$ cat config.mk
export PLATFORM = sky130hd
export DESIGN_NAME = lsu_ctrl
export DESIGN_NICKNAME = d
export VERILOG_FILES = /design/src/rtl/lsu_ctrl_pkg.sv /design/src/rtl/lsu_ctrl_align.sv /design/src/rtl/lsu_ctrl.sv
export SDC_FILE = /design/constraint.sdc
export NUM_CORES = 1
export LEC_CHECK = 0
export BUFFER_PORTS_ARGS = -buffer_cell sky130_fd_sc_hd__buf_2
export CAP_MARGIN = 20
export CORE_ASPECT_RATIO = 0.5
export CORE_MARGIN = 2
export CORE_UTILIZATION = 48
export DETAILED_ROUTE_END_ITERATION = 7
export PLACE_DENSITY = 0.77
export SYNTH_ARGS = -nofsm -noshare
export SYNTH_HDL_FRONTEND = slang
export SYNTH_HIERARCHICAL = 1
export SYNTH_SLANG_ARGS = --single-unit
$ cat constraint.sdc
create_clock -name clk -period 6.07 [get_ports clk]
set_input_delay 0.3035 -clock clk [delete_from_list [all_inputs] [get_ports clk]]
set_output_delay 0.3035 -clock clk [all_outputs]
set_load 0.01 [all_outputs]
$ cat src/rtl/lsu_ctrl_pkg.sv
// Shared definitions for the load/store unit.
//   - funct3 encodings for RV32I loads and stores
//   - FSM state type for lsu_ctrl
//   - byte-lane count of the data bus
package lsu_ctrl_pkg;

    localparam int unsigned LsuLanes = 4;

    // Load funct3 encodings
    localparam logic [2:0] F3_LB  = 3'b000;
    localparam logic [2:0] F3_LH  = 3'b001;
    localparam logic [2:0] F3_LW  = 3'b010;
    localparam logic [2:0] F3_LBU = 3'b100;
    localparam logic [2:0] F3_LHU = 3'b101;

    // Store funct3 encodings
    localparam logic [2:0] F3_SB  = 3'b000;
    localparam logic [2:0] F3_SH  = 3'b001;
    localparam logic [2:0] F3_SW  = 3'b010;

    typedef enum logic [1:0] {
        LsuIdle = 2'd0,
        LsuReq  = 2'd1,
        LsuWait = 2'd2,
        LsuDone = 2'd3
    } lsu_state_e;

endpackage

$ cat src/rtl/lsu_ctrl_align.sv
// Combinational byte-lane logic for the load/store unit.
//   is_load_i  : access is a load (else store)
//   funct3_i   : RV32I size/sign encoding
//   addr_lo_i  : byte offset within the word
//   wdata_i    : rs2 value for stores
//   rdata_i    : full word returned by memory
//   err_o      : misaligned address or illegal funct3
//   wstrb_o    : byte-lane write strobes (0 for loads and errors)
//   wdata_o    : lane-replicated store data
//   rdata_o    : extracted and extended load data
module lsu_ctrl_align
    import lsu_ctrl_pkg::*;
(
    input  logic        is_load_i,
    input  logic [2:0]  funct3_i,
    input  logic [1:0]  addr_lo_i,
    input  logic [31:0] wdata_i,
    input  logic [31:0] rdata_i,
    output logic        err_o,
    output logic [LsuLanes-1:0] wstrb_o,
    output logic [31:0] wdata_o,
    output logic [31:0] rdata_o
);

    logic [31:0] shifted;

    // Move the addressed byte/half down to bit 0 before extension.
    assign shifted = rdata_i >> {addr_lo_i, 3'b000};

    always_comb begin
        err_o   = 1'b0;
        wstrb_o = '0;
        wdata_o = wdata_i;
        rdata_o = '0;
        if (is_load_i) begin
            case (funct3_i)
                F3_LB:  rdata_o = {{24{shifted[7]}}, shifted[7:0]};
                F3_LBU: rdata_o = {24'h0, shifted[7:0]};
                F3_LH: begin
                    err_o   = addr_lo_i[0];
                    rdata_o = {{16{shifted[15]}}, shifted[15:0]};
                end
                F3_LHU: begin
                    err_o   = addr_lo_i[0];
                    rdata_o = {16'h0, shifted[15:0]};
                end
                F3_LW: begin
                    err_o   = |addr_lo_i;
                    rdata_o = rdata_i;
                end
                default: err_o = 1'b1;
            endcase
        end else begin
            case (funct3_i)
                F3_SB: begin
                    wstrb_o = 4'b0001 << addr_lo_i;
                    wdata_o = {4{wdata_i[7:0]}};
                end
                F3_SH: begin
                    err_o   = addr_lo_i[0];
                    wstrb_o = 4'b0011 << addr_lo_i;
                    wdata_o = {2{wdata_i[15:0]}};
                end
                F3_SW: begin
                    err_o   = |addr_lo_i;
                    wstrb_o = 4'b1111;
                end
                default: err_o = 1'b1;
            endcase
        end
        if (err_o) begin
            wstrb_o = '0;
            rdata_o = '0;
        end
    end

endmodule

$ cat src/rtl/lsu_ctrl.sv
// Multi-cycle load/store unit between decode and the data-memory bus.
// One memory transaction per accepted access; completion is a one-cycle
// pulse with formatted load data or a store acknowledge.
//   clk, rst            : clock, synchronous active-high reset
//   in_valid/in_ready   : core access handshake (ready only when idle)
//   load, store, funct3 : decoded access kind and size/sign
//   addr, wdata         : byte address and rs2 value
//   out_valid/out_rdata/out_err : completion pulse, data, error flag
//   mem_req_*           : valid/ready request channel to memory
//   mem_resp_valid/mem_resp_rdata : valid-only response channel
module lsu_ctrl
    import lsu_ctrl_pkg::*;
#(
    parameter int unsigned ADDR_W = 32,
    parameter int unsigned DATA_W = 32
) (
    input  logic              clk,
    input  logic              rst,
    input  logic              in_valid,
    output logic              in_ready,
    input  logic              load,
    input  logic              store,
    input  logic [2:0]        funct3,
    input  logic [ADDR_W-1:0] addr,
    input  logic [DATA_W-1:0] wdata,
    output logic              out_valid,
    output logic [DATA_W-1:0] out_rdata,
    output logic              out_err,
    output logic              mem_req_valid,
    input  logic              mem_req_ready,
    output logic [ADDR_W-1:0] mem_req_addr,
    output logic              mem_req_wen,
    output logic [DATA_W-1:0] mem_req_wdata,
    output logic [3:0]        mem_req_wstrb,
    input  logic              mem_resp_valid,
    input  logic [DATA_W-1:0] mem_resp_rdata
);

    lsu_state_e        state_q, state_d;
    logic              is_load_q, is_load_d;
    logic [2:0]        funct3_q, funct3_d;
    logic [ADDR_W-1:0] addr_q, addr_d;
    logic [DATA_W-1:0] wdata_q, wdata_d;
    logic [DATA_W-1:0] rdata_q, rdata_d;
    logic              err_q, err_d;

    logic              idle;
    logic              accept;
    logic              al_is_load;
    logic [2:0]        al_funct3;
    logic [1:0]        al_addr_lo;
    logic              al_err;
    logic [3:0]        al_wstrb;
    logic [DATA_W-1:0] al_wdata;
    logic [DATA_W-1:0] al_rdata;

    assign idle   = (state_q == LsuIdle);
    assign accept = idle & in_valid & (load | store);

    // While idle the aligner looks at the live access so an error can be
    // detected on the accept edge; afterwards it sees the latched fields.
    // load and store both high is treated as a load.
    assign al_is_load = idle ? load        : is_load_q;
    assign al_funct3  = idle ? funct3      : funct3_q;
    assign al_addr_lo = idle ? addr[1:0]   : addr_q[1:0];

    lsu_ctrl_align u_align (
        .is_load_i (al_is_load),
        .funct3_i  (al_funct3),
        .addr_lo_i (al_addr_lo),
        .wdata_i   (wdata_q),
        .rdata_i   (mem_resp_rdata),
        .err_o     (al_err),
        .wstrb_o   (al_wstrb),
        .wdata_o   (al_wdata),
        .rdata_o   (al_rdata)
    );

    always_comb begin
        state_d   = state_q;
        is_load_d = is_load_q;
        funct3_d  = funct3_q;
        addr_d    = addr_q;
        wdata_d   = wdata_q;
        rdata_d   = rdata_q;
        err_d     = err_q;
        case (state_q)
            LsuIdle: begin
                if (accept) begin
                    is_load_d = load;
                    funct3_d  = funct3;
                    addr_d    = addr;
                    wdata_d   = wdata;
                    rdata_d   = '0;
                    err_d     = al_err;
                    state_d   = al_err ? LsuDone : LsuReq;
                end
            end
            LsuReq: begin
                if (mem_req_ready) begin
                    state_d = LsuWait;
                end
            end
            LsuWait: begin
                if (mem_resp_valid) begin
                    // Stores complete with zero data.
                    rdata_d = is_load_q ? al_rdata : '0;
                    state_d = LsuDone;
                end
            end
            LsuDone: begin
                rdata_d = '0;
                err_d   = 1'b0;
                state_d = LsuIdle;
            end
            default: state_d = LsuIdle;
        endcase
    end

    always_ff @(posedge clk) begin
        if (rst) begin
            state_q   <= LsuIdle;
            is_load_q <= 1'b0;
            funct3_q  <= '0;
            addr_q    <= '0;
            wdata_q   <= '0;
            rdata_q   <= '0;
            err_q     <= 1'b0;
        end else begin
            state_q   <= state_d;
            is_load_q <= is_load_d;
            funct3_q  <= funct3_d;
            addr_q    <= addr_d;
            wdata_q   <= wdata_d;
            rdata_q   <= rdata_d;
            err_q     <= err_d;
        end
    end

    assign in_ready  = idle;
    assign out_valid = (state_q == LsuDone);
    assign out_rdata = out_valid ? rdata_q : '0;
    assign out_err   = out_valid & err_q;

    // Request fields come from latched state only, so they hold through REQ.
    assign mem_req_valid = (state_q == LsuReq);
    assign mem_req_addr  = mem_req_valid ? {addr_q[ADDR_W-1:2], 2'b00} : '0;
    assign mem_req_wen   = mem_req_valid & ~is_load_q;
    assign mem_req_wdata = mem_req_wen ? al_wdata : '0;
    assign mem_req_wstrb = mem_req_wen ? al_wstrb : 4'b0000;

endmodule

==> flow_metrics.tcl <==
set metrics [dict create \
    synthArstFlopShare_pct 0 \
    synth_area_per_cell_um2 7.82 \
    cts_sinks 103 \
    synth-edff-count 0 \
    drc 0 \
    grt_pass1_wl_um 25200 \
    layout.nets 1025 \
    worstPathRequired_ns 5.77 \
    start_util_pct 49.6 \
    hold_ws_ns 0.177 \
    ys_seq_elements 103 \
    hold_viol_final 0 \
    worstSkewPairLatency_ns 0.35 \
    dp_worst_setup_slack_ns 2.88 \
    fillers 1151 \
    grt_max_degree 72 \
    fin_crit_ns 3.59 \
    skew_ns 0.0156 \
    coreArea_um2 11900 \
    final_util_pct 59.9 \
    firstDrtPassIters 5 \
    wirelength_um 16200 \
    post_drt_via_cell_ratio 5.23 \
    ys_types 48 \
    status "completed" \
    dp_hpwl_um 11300 \
    fin_crit_sh_pct 59.1 \
    grt_usage_pct 23.6 \
    max_freq_mhz 279 \
    die_area_um2 13300 \
    clk_pin_slew_worst_paths_ns 0.08 \
    vias 5660 \
    tns_ns 0 \
    area_growth_pct 20.7 \
    numCtsBuffers 9 \
    synth_cells 758 \
    power_density_nw_per_um2 368 \
    place_congestion 0.905 \
    ios 211 \
    yosysSeqAreaShare_pct 34.8 \
    clockBufferDepth 2 \
    cts-root-buf "clkbuf_16" \
    num_rows 28 \
    final_antenna_net_count 0 \
    crit_arrival_ns 3.29 \
    cts.repair.resized 0 \
    io_buffers 208 \
    synthFlopType "dfxtp_1" \
    die_h_um 82.6 \
    insertedDiodeCount 0 \
    relSlewSlack_pct 26.7 \
    drv_cap 0 \
    worst_slew_pin_slew_ns 1.09 \
    ctsHoldBuffers 0 \
    endpoint_kind "output pin" \
    antenna_found_initial 0 \
    slew_viol_final 0 \
    post_cts_buffers 0 \
    setup_ws_ns 2.48 \
    cp-start-kind "flop" \
    drive_above_1_share_pct 29.7 \
    critPathKind "flop to output pin" \
    rsz0062_at_grt "false" \
    setup_violations 0 \
    routedWlPerCell_um 15.0 \
    synth_area_um2 5930 \
    dieWidth_um 161 \
    leakage_uw 0.00340 \
    synth_warnings 6 \
    grt_overflow 0 \
    min_path_type "input pin to flop" \
    worst_ir_drop_vdd_mv 0.213 \
    grt_pass1_vias 5193 \
    cts_tree "yes" \
    first_iter_violations 449 \
    htreeDepth 3 \
    cp_max_fo 21 \
]
## layout make-up
class | instances | area, um2 | share of cell area (%)
Clock inverter | 6 | 53.8 | 0.751
Sequential cell | 103 | 2060 | 28.8
Clock buffer | 10 | 229 | 3.20
Tap cell | 165 | 206 | 2.88
Timing Repair Buffer | 216 | 1120 | 15.6
Multi-Input combinational cell | 579 | 3470 | 48.5
Inverter | 4 | 15.0 | 0.210
## routing by layer
metal	vias to the layer above	track usage, %	wire [um]
met3	21	4.95	955
met1	2637	30.5	7350
li1	2819	-	-
met4	0	6.88	263
met5	-	0	0
met2	183	40.4	7650
## power breakdown
part           switching (uW)  total, uW  internal, uW  leakage, uW
Clock                     273        559           285     0.000135
Combinational             764       1280           513      0.00242
Sequential               47.9        795           747     0.000838
## kinds of logic after synthesis
family	count (synthesis)	synth area share, %
and+or+nand+nor	345	27.7
AOI/OAI and AO/OA	153	16.3
DFF	103	34.8
buffers and inverters	77	6.73
muxes	72	13.0
adders and majority gates	6	1.27
other	1	0.0632
xor gates and xnor gates	1	0.148
## Yosys cell counts (4+ instances only)
| master | number | share of area (%) |
|---|---|---|
| nor2b_1 | 7 | 0.74 |
| nand3b_1 | 4 | 0.51 |
| and2_1 | 99 | 10 |
| buf_6 | 5 | 0.95 |
| a21oi_1 | 87 | 7.3 |
| ha_1 | 6 | 1.3 |
| buf_2 | 19 | 1.6 |
| dfxtp_1 | 103 | 35 |
| nor2_1 | 19 | 1.2 |
| mux2i_1 | 41 | 6.9 |
| mux2_2 | 30 | 5.7 |
| clkbuf_1 | 33 | 2.1 |
| buf_4 | 12 | 1.5 |
| a22oi_1 | 16 | 2.0 |
| nand2_1 | 199 | 13 |
| a22o_1 | 14 | 2.1 |
| a21o_1 | 19 | 2.4 |
## cell usage in the layout, fill, tap and decap left out, drive strengths merged, types with 2 or more instances in the layout
cell type    n
a22oi       16
and2        99
nand2      199
o211a        2
mux2i       41
nor4         3
a22o        14
clkbuf      11
conb         2
buf        215
ha           6
mux2        30
a21oi       88
nand3b       4
inv          5
nor3         5
a211oi       2
dfxtp      103
clkinv       4
nand2b       3
nand3        2
o21ai        5
nor2b        7
nor2        19
a21o        19
## critical path, stage by stage (launching register included)
cell and delay [ns]:
dfxtp_1 0.34, inv_1 0.13, ha_1 0.59, mux2_2 0.63
nor4_4 0.55, mux2_2 0.39, and2_1 0.15, buf_2 0.14
## through the flow
| step | total power [uW] | instance area, um2 | std cells |
|---|---|---|---|
| final | 2630 | 7160 | 1083 |
| after global routing | 2810 | 7160 | 1083 |
| after CTS | 2630 | 7130 | 1081 |
| after detailed placement | 2070 | 6840 | 1065 |
| after global placement | 2030 | 6840 | 1065 |
| after floorplan | 1840 | 5930 | 759 |
## registers in the layout, summed over array words and instances, names as in the netlist
register,count
addr_q,32
err_q,1
funct3_q,3
is_load_q,1
rdata_q,32
state_q,2
wdata_q,32
## path summary, 6_finish.rpt
kind,start,end,slack [ns],cells past startpoint
max,state_q[1],mem_req_wdata[14],2.48,7
min,addr[5],addr_q[5],0.18,3
min reg2reg,addr_q[25],addr_q[25],0.45,2
max reg2reg,state_q[1],rdata_q[13],2.80,9
Power figures use the tool's default switching activity.
